`src/rtl/prg_bus_arb.sv`:
```
// PRG memory port arbiter: M2-retimed CPU accesses (strict priority) share the port with a
// byte-wise background DMA requester. Define PRG_ARB_WPROT_EN to add CPU write protection (wprot/wp_hit).
module prg_bus_arb #(
    parameter int unsigned ADDR_W  = 23,
    parameter int unsigned ACC_CYC = 4
) (
    input  logic              clk,
    input  logic              rst_n,
    input  logic              cpu_m2,
    input  logic              cpu_ce,
    input  logic              cpu_rw,
    input  logic [ADDR_W-1:0] cpu_addr,
    input  logic [7:0]        cpu_dati,
    output logic [7:0]        cpu_dato,
    input  logic              dma_req,
    input  logic              dma_we,
    input  logic [ADDR_W-1:0] dma_addr,
    input  logic [7:0]        dma_dati,
    output logic              dma_ack,
    output logic [7:0]        dma_dato,
    output logic [ADDR_W-1:0] mem_addr,
    output logic [7:0]        mem_dato,
    input  logic [7:0]        mem_dati,
    output logic              mem_oe,
    output logic              mem_we,
    output logic              busy,
`ifdef PRG_ARB_WPROT_EN
    input  logic              wprot,
    output logic              wp_hit,
`endif
    output logic              err_ovr
);

    typedef enum logic [1:0] {
        IDLE,
        CPU_ACC,
        DMA_ACC
    } state_t;

    localparam logic [3:0] LAST = 4'(ACC_CYC - 1);

    state_t            r_state;
    state_t            w_state_nxt;
    logic [3:0]        r_cnt;
    logic              r_m2_s1;
    logic              r_m2_s;
    logic              r_m2_d;
    logic              r_cpu_pend;
    logic              r_cpu_wr;
    logic [ADDR_W-1:0] r_cpu_addr;
    logic [7:0]        r_cpu_dat;
    logic              r_wr;
    logic              r_wp_blk;
    logic [ADDR_W-1:0] r_mem_addr;
    logic [7:0]        r_mem_dato;
    logic [7:0]        r_cpu_dato;
    logic [7:0]        r_dma_dato;
    logic              r_dma_ack;
    logic              r_err_ovr;
    logic              w_rise;
    logic              w_fall;
    logic              w_cpu_evt;
    logic              w_last;
    logic              w_start_cpu;
    logic              w_start_dma;
    logic              w_wprot;

`ifdef PRG_ARB_WPROT_EN
    logic r_wp_hit;
    assign w_wprot = wprot;
    assign wp_hit  = r_wp_hit;
`else
    assign w_wprot = 1'b0;
`endif

    // Reads are requested on M2 rise, writes on M2 fall (data valid late in the CPU cycle).
    assign w_rise    = r_m2_s & ~r_m2_d;
    assign w_fall    = ~r_m2_s & r_m2_d;
    assign w_cpu_evt = cpu_ce & ((w_rise & cpu_rw) | (w_fall & ~cpu_rw));
    assign w_last    = (r_state != IDLE) && (r_cnt == LAST);

    always_ff @(posedge clk or negedge rst_n) begin
        if (!rst_n) begin
            r_state <= IDLE;
        end else begin
            r_state <= w_state_nxt;
        end
    end

    always_comb begin
        w_state_nxt = r_state;
        w_start_cpu = 1'b0;
        w_start_dma = 1'b0;
        case (r_state)
            IDLE: begin
                if (r_cpu_pend) begin
                    w_state_nxt = CPU_ACC;
                    w_start_cpu = 1'b1;
                end else if (dma_req) begin
                    w_state_nxt = DMA_ACC;
                    w_start_dma = 1'b1;
                end
            end
            CPU_ACC, DMA_ACC: begin
                if (w_last) begin
                    w_state_nxt = IDLE;
                end
            end
            default: w_state_nxt = IDLE;
        endcase
    end

    always_ff @(posedge clk or negedge rst_n) begin
        if (!rst_n) begin
            r_m2_s1    <= 1'b0;
            r_m2_s     <= 1'b0;
            r_m2_d     <= 1'b0;
            r_cpu_pend <= 1'b0;
            r_cpu_wr   <= 1'b0;
            r_cpu_addr <= '0;
            r_cpu_dat  <= '0;
            r_wr       <= 1'b0;
            r_wp_blk   <= 1'b0;
            r_mem_addr <= '0;
            r_mem_dato <= '0;
            r_cpu_dato <= '1;
            r_dma_dato <= '0;
            r_dma_ack  <= 1'b0;
            r_err_ovr  <= 1'b0;
            r_cnt      <= '0;
`ifdef PRG_ARB_WPROT_EN
            r_wp_hit   <= 1'b0;
`endif
        end else begin
            r_m2_s1 <= cpu_m2;
            r_m2_s  <= r_m2_s1;
            r_m2_d  <= r_m2_s;

            // A fresh edge wins over the IDLE consume so a same-cycle request is never lost.
            if (w_cpu_evt) begin
                r_cpu_pend <= 1'b1;
                r_cpu_addr <= cpu_addr;
                r_cpu_wr   <= ~cpu_rw;
                if (!cpu_rw) begin
                    r_cpu_dat <= cpu_dati;
                end
                if (r_cpu_pend) begin
                    r_err_ovr <= 1'b1;
                end
            end else if (w_start_cpu) begin
                r_cpu_pend <= 1'b0;
            end

            if (w_start_cpu) begin
                r_mem_addr <= r_cpu_addr;
                r_mem_dato <= r_cpu_dat;
                r_wr       <= r_cpu_wr;
                r_wp_blk   <= r_cpu_wr & w_wprot;
            end else if (w_start_dma) begin
                r_mem_addr <= dma_addr;
                r_mem_dato <= dma_dati;
                r_wr       <= dma_we;
                r_wp_blk   <= 1'b0;
            end
`ifdef PRG_ARB_WPROT_EN
            if (w_start_cpu && r_cpu_wr && wprot) begin
                r_wp_hit <= 1'b1;
            end
`endif

            r_cnt     <= ((r_state == IDLE) || w_last) ? '0 : r_cnt + 4'd1;
            r_dma_ack <= w_last && (r_state == DMA_ACC);

            if (w_last && !r_wr) begin
                if (r_state == CPU_ACC) begin
                    r_cpu_dato <= mem_dati;
                end else begin
                    r_dma_dato <= mem_dati;
                end
            end
        end
    end

    // Write strobe skips first and last count to give address/data one cycle of setup and hold.
    assign mem_oe   = (r_state != IDLE) && !r_wr;
    assign mem_we   = (r_state != IDLE) && r_wr && !r_wp_blk && (r_cnt != 4'd0) && (r_cnt != LAST);
    assign busy     = (r_state != IDLE);
    assign mem_addr = r_mem_addr;
    assign mem_dato = r_mem_dato;
    assign cpu_dato = r_cpu_dato;
    assign dma_dato = r_dma_dato;
    assign dma_ack  = r_dma_ack;
    assign err_ovr  = r_err_ovr;

endmodule

```
`config.mk`:
```
export PLATFORM = sky130hd
export DESIGN_NAME = prg_bus_arb
export DESIGN_NICKNAME = d
export VERILOG_FILES = /design/src/rtl/prg_bus_arb.sv
export SDC_FILE = /design/constraint.sdc
export NUM_CORES = 1
export LEC_CHECK = 0
export CAP_MARGIN = 20
export CORE_MARGIN = 4
export CORE_UTILIZATION = 50
export DETAILED_ROUTE_END_ITERATION = 6
export MAX_ROUTING_LAYER = met4
export PLACE_DENSITY = 0.91
export SETUP_SLACK_MARGIN = 0.3
export SLEW_MARGIN = 25
export SYNTH_ARGS = -nofsm -noshare
export SYNTH_HDL_FRONTEND = slang
export SYNTH_SLANG_ARGS = --single-unit
```
`constraint.sdc`:
```
create_clock -name clk -period 4.13 [get_ports clk]
set_clock_uncertainty 0.1 [all_clocks]
set_input_delay 1.239 -clock clk [delete_from_list [all_inputs] [get_ports clk]]
set_output_delay 1.239 -clock clk [all_outputs]
set_load 0.05 [all_outputs]
```
### Word level (Yosys, flattened, before mapping)

Cells that the tools add are included.

| storage, ports and cells | value |
|---|---|
| word-level logic and storage cells | 76 |
| input port bits | 77 |
| register bits after elaboration | 93 |

| cells by class | value |
|---|---|
| add/subtract/negate cells | 1 |
| mux-type cells | 20 |
| bitwise logic cells | 10 |
| equal/unequal tests | 6 |
| reduce and logical (&&, ||, !) cells | 22 |

Operators with widths:

| kind | number |
|---|---|
| two-way mux 23 bit | 2 |
| two-way mux 8 bit | 2 |
| two-way mux 1 bit | 11 |
| AND reduction 2 bit | 5 |
| logical AND 1 bit | 8 |
| two-way mux 2 bit | 3 |
| nonzero test 2 bit | 3 |
| AND 1 bit | 5 |
| adder 4 x 1 -> 4 bit, second input constant | 1 |
| == test 4 x 2 -> 1 bit, second input constant | 1 |
| two-way mux 4 bit | 1 |
| != test 4 x 2 -> 1 bit, second input constant | 1 |
| NOT 1 bit | 4 |
| case mux 2 bit (2 select lines) | 1 |
| nonzero test 4 bit | 1 |
| != test 3 bit, second input constant | 1 |
| == test 2 x 1 -> 1 bit, second input constant | 1 |
| == test 2 bit, second input constant | 1 |
| logical NOT 1 bit | 2 |
| logical NOT 2 bit | 1 |
| != test 2 bit, second input constant | 1 |
| OR reduction 2 bit | 1 |
| logical OR 1 bit | 1 |
| bitwise OR 1 bit | 1 |

### Logic depth before layout (Yosys ltp)

| depth | value |
|---|---|
| depth in word-level cells | 6 |
| depth in mapped cells | 6 |
| depth with buffers taken out | 5 |

### Least setup slack after synthesis

Ideal clock, no wire load.

| timing | value |
|---|---|
| path kind | in2reg |
| start point | input cpu_ce |
| end point | register r_cpu_addr[10] |
| cell stages on the path | 6 |
| buffers on the path | 3 |
| arrival | 2.505 ns |
| path slack | 1.400 ns |
| setup time | 0.125 ns |
| cell sequence | nor4bb_1 buf_2 a31o_2 buf_2 buf_2 mux2_2 |

| between the ends | value |
|---|---|
| word-level cells in the longest chain between the ends | 1 |

RTL lines:

| what | line | RTL |
|---|---|---|
| from (decl) | 10 | `input logic cpu_ce,` |
| AND 1 bit | 79 | `assign w_cpu_evt = cpu_ce & ((w_rise & cpu_rw) \| (w_fall & ~cpu_rw));` |
| to (signal assigned) | 142 | `r_cpu_addr <= cpu_addr;` |
| to (decl) | 50 | `logic [ADDR_W-1:0] r_cpu_addr;` |

No other way between the ends.
A chain may end at the register's enable or synchronous reset.

### Worst setup path in the final report

| timing | value |
|---|---|
| start point | register r_cnt[0] |
| end point | output mem_we |

| between the ends | value |
|---|---|
| word-level cells in the longest chain between the ends | 3 |
| elaborated cells on any way between the ends | 4 |
| classes of those cells | 1 x eq/ne; 3 x reduce/logical |

RTL lines:

| what | line | RTL |
|---|---|---|
| from (decl) | 44 | `logic [3:0] r_cnt;` |
| from (signal assigned) | 171 | `r_cnt <= ((r_state == IDLE) \|\| w_last) ? '0 : r_cnt + 4'd1;` |
| nonzero test 4 bit | 186 | `assign mem_we = (r_state != IDLE) && r_wr && !r_wp_blk && (r_cnt != 4'd0) && (r_cnt != LAST);` |
| logical AND 1 bit | 186 |  |
| logical AND 1 bit * | 186 |  |
| to (decl) | 25 | `output logic mem_we,` |

Mark *: on every way between the ends. The rest lies on a longest branch, timed or not.

==> results.json <==
{
  "synth_edf_count": 0,
  "die_area_um2": 9450,
  "switching_share_pct": 42.1,
  "gp_congestion": 0.815,
  "critPathKind": "flip-flop to primary output",
  "utilization_pct": 72.6,
  "regArea_um2": 2310,
  "worstHoldStart": "r_m2_s1",
  "die_y_um": 97.2,
  "cts_tree": "done",
  "ys_seq_elements": 92,
  "h-tree-depth": 3,
  "hold_viol_final": 0,
  "nFillCells": 509,
  "synth_compound_area_share_pct": 2.11,
  "clkPwrFrac_pct": 15.4,
  "num_rows": 32,
  "worstPathArrival_ns": 2.16,
  "syn-num-nets": 345,
  "ys_types": 30,
  "async_flop_share_pct": 100,
  "grt_antenna_before_repair": 0,
  "reg2reg_to": "mem_addr[16]",
  "numCtsBuffers": 9,
  "switchingPower_w": 0.00176,
  "internal_power_w": 0.00242,
  "cts_resized": 0,
  "ir_worst_vdd_mv": 0.500,
  "yosysMostFrequentCell": "mux2_2",
  "vias": 2585,
  "startpoint_type": "flip-flop",
  "p_leak_nw": 2.38,
  "synth_area_um2": 3980,
  "grt_pass1_wl_um": 14300,
  "multiInputGateArea_um2": 1600,
  "synth_top_area_cell": "dfrtp_1",
  "grt_overflow_total": 0,
  "cap_viol_max_count": 0,
  "grt_max_degree": 93,
  "worstReg2RegStart": "r_state[1]",
  "whs_path_depth": 0,
  "yosys.area.top_type_share_pct": 52.8,
  "crit_path_end_kind": "primary output",
  "diodes": 0,
  "run_status": "finished clean",
  "r2r_cells": 7,
  "clockRootBuffer": "clkbuf_8",
  "grt.total_usage_pct": 19.2,
  "reg2reg_slack_ns": 1.54,
  "finalNetCount": 477,
  "synth-simple-area-share_pct": 3.46,
  "placedCellCount": 485,
  "syn_inst": 262,
  "ys_warn_count": 0,
  "wl_per_cell_um": 17.0,
  "core_area_um2": 7730,
  "powerDensity_nw_per_um2": 746,
  "cts_num_sinks": 92,
  "totalWireLength_um": 8530,
  "grt_pass1_vias": 2876,
  "clk_pin_slew_worst_paths_ns": 0.10,
  "seqPwrFrac_pct": 33.6,
  "cts_buffer_depth": 2,
  "drv_slew": 0,
  "period_needed_ns": 3.50,
  "setup_viol": 0,
  "ant_nets": 0,
  "io_buffer_count": 128,
  "cp_slowest_cell": "clkdlybuf4s50_1",
  "power_frac_comb_pct": 51.0,
  "rsz0062_at_grt": "no",
  "critPathRequiredTime_ns": 2.79,
  "yosys-top-cells-count": "mux2_2 (103), dfrtp_1 (84), dfstp_2 (8), mux2_4 (8), buf_2 (7)",
  "drive_gt1_share_pct": 36.1,
  "tns_ns": 0,
  "die_w_um": 97.2,
  "area_growth_pct": 41.1,
  "setup_ws_ns": 0.631,
  "max_stage_delay_ns": 0.79,
  "clock_latency_ns": 0.35,
  "cts_setup_buffers": 0,
  "fmax_ghz": 0.286,
  "cp_cell_sequence": "ha_1, o21ai_0, and3b_1, clkdlybuf4s50_1",
  "synthMuxAreaShare_pct": 32.2,
  "num_io_pins": 129,
  "synth_xor_area_share_pct": 0.220,
  "final.period_utilization_pct": 84.7,
  "start_util_pct": 51.5,
  "ys_dominant_reg_cell": "dfrtp_1",
  "synth_top_family_by_area": "multiplexers",
  "min_path_type": "flip-flop to flip-flop",
  "drt-initial-drc-count": 87,
  "synth.avg_cell_area_um2": 15.2,
  "drt_pass1_iterations": 4,
  "dpl.hpwl_um": 6090,
  "dpl_worst_slack_ns": 0.633,
  "synthAdderAreaFrac_pct": 1.89,
  "slew_headroom_pct": 55.8,
  "via_per_inst": 5.16,
  "final_cell_count_no_fill": 501,
  "postCtsHoldBufs": 0,
  "ys_seq_area_share_pct": 58.1,
  "tightest_slew_ns": 0.663,
  "hold_path_end": "r_m2_s",
  "synthTopCellsByArea": "dfrtp_1 (53%), mux2_2 (29%), dfstp_2 (5.3%), mux2_4 (3.0%), ha_1 (1.9%)",
  "drc": 0,
  "path_max_fanout": 6
}
==> through the flow <==
stage / cell area, µm² / hold WS, ns / power [W]
2_1_floorplan: 3980 / 0.231 / 0.00283
3_3_place_gp: 5400 / 0.231 / 0.00351
3_5_place_dp: 5400 / 0.235 / 0.00357
4_1_cts: 5610 / 0.257 / 0.00422
5_1_grt: 5610 / 0.263 / 0.00438
6_report: 5610 / 0.257 / 0.00419
==> final cells by class <==
cell class	instances	share of cell area, %
clock inverters	7	1.60
multi-input cells	153	28.6
clock buffers	9	2.21
well taps	102	2.27
flip-flops and latches	92	41.2
inverters	6	0.401
repair buffers	132	23.8
==> placed cells by master (no fill, tap or decap), drive strengths merged <==
master	count
clkdlybuf4s50	127
mux2	111
dfrtp	84
inv	10
clkbuf	9
dfstp	8
nor2	6
ha	6
a21oi	5
buf	5
and2	3
nand3b	2
nand3	2
nor2b	2
a21o	2
clkinv	2
or2b	1
o21ai	1
and3b	1
xor2	1
nor4b	1
nand2	1
a21boi	1
or4b	1
or3	1
a22oi	1
o22ai	1
nor4bb	1
a31o	1
a311oi	1
bufinv	1
==> state kept, by name, indices dropped and copies added (netlist names) <==
signal and count:
cpu_dato 8, dma_ack 1, dma_dato 8, err_ovr 1, mem_addr 23, mem_dato 8, r_cnt 4, r_cpu_addr 23
r_cpu_dat 8, r_cpu_pend 1, r_cpu_wr 1, r_m2_d 1, r_m2_s 1, r_m2_s1 1, r_state 2, r_wr 1
==> per-layer routing <==
metal  wire [µm]  GRT usage (%)
met4          78           4.86
met5           0              -
met3         442           4.24
met1        3680           23.9
met2        4330           32.2
==> power groups by stage <==
| stage | clock (W) | sequential (W) | combinational [W] |
|---|---|---|---|
| floorplan | 0 | 0.00217 | 0.000661 |
| CTS | 0.000655 | 0.00141 | 0.00215 |
| finish | 0.000645 | 0.00140 | 0.00214 |
| global placement | 0 | 0.00140 | 0.00211 |
| global route | 0.000697 | 0.00144 | 0.00224 |
| detailed placement | 0 | 0.00142 | 0.00215 |
==> worst max path at each step <==
| stage | startpoint | end | slack, ns | cells past startpoint |
|---|---|---|---|---|
| 6_report | r_cnt[0] | mem_we | 0.63 | 4 |
| 5_1_grt | r_cnt[0] | mem_we | 0.48 | 4 |
| 4_1_cts | r_cnt[0] | mem_we | 0.61 | 4 |
| 3_5_place_dp | cpu_ce | r_cpu_addr[20] | 0.63 | 5 |
| 3_3_place_gp | cpu_ce | r_cpu_addr[11] | 0.70 | 5 |
| 2_1_floorplan | cpu_ce | r_cpu_addr[10] | 1.40 | 6 |
==> critical path: cells and delay by family, from the launching register on <==
| family | cells | cell delay [ns] |
|---|---|---|
| fa+ha+maj | 1 | 0.27 |
| compound gates | 1 | 0.17 |
| flops | 1 | 0.42 |
| buf+inv | 1 | 0.79 |
| simple gates | 1 | 0.17 |
==> kinds of logic (layout without fill, tap and decap cells) <==
family | count (synthesis) | count (layout)
compound gates | 13 | 13
xor+xnor | 1 | 1
fa+ha+maj | 6 | 6
buf+inv | 17 | 154
flops | 92 | 92
mux | 111 | 111
simple gates | 22 | 22
Note: power is estimated with default switching activity, not from simulation.
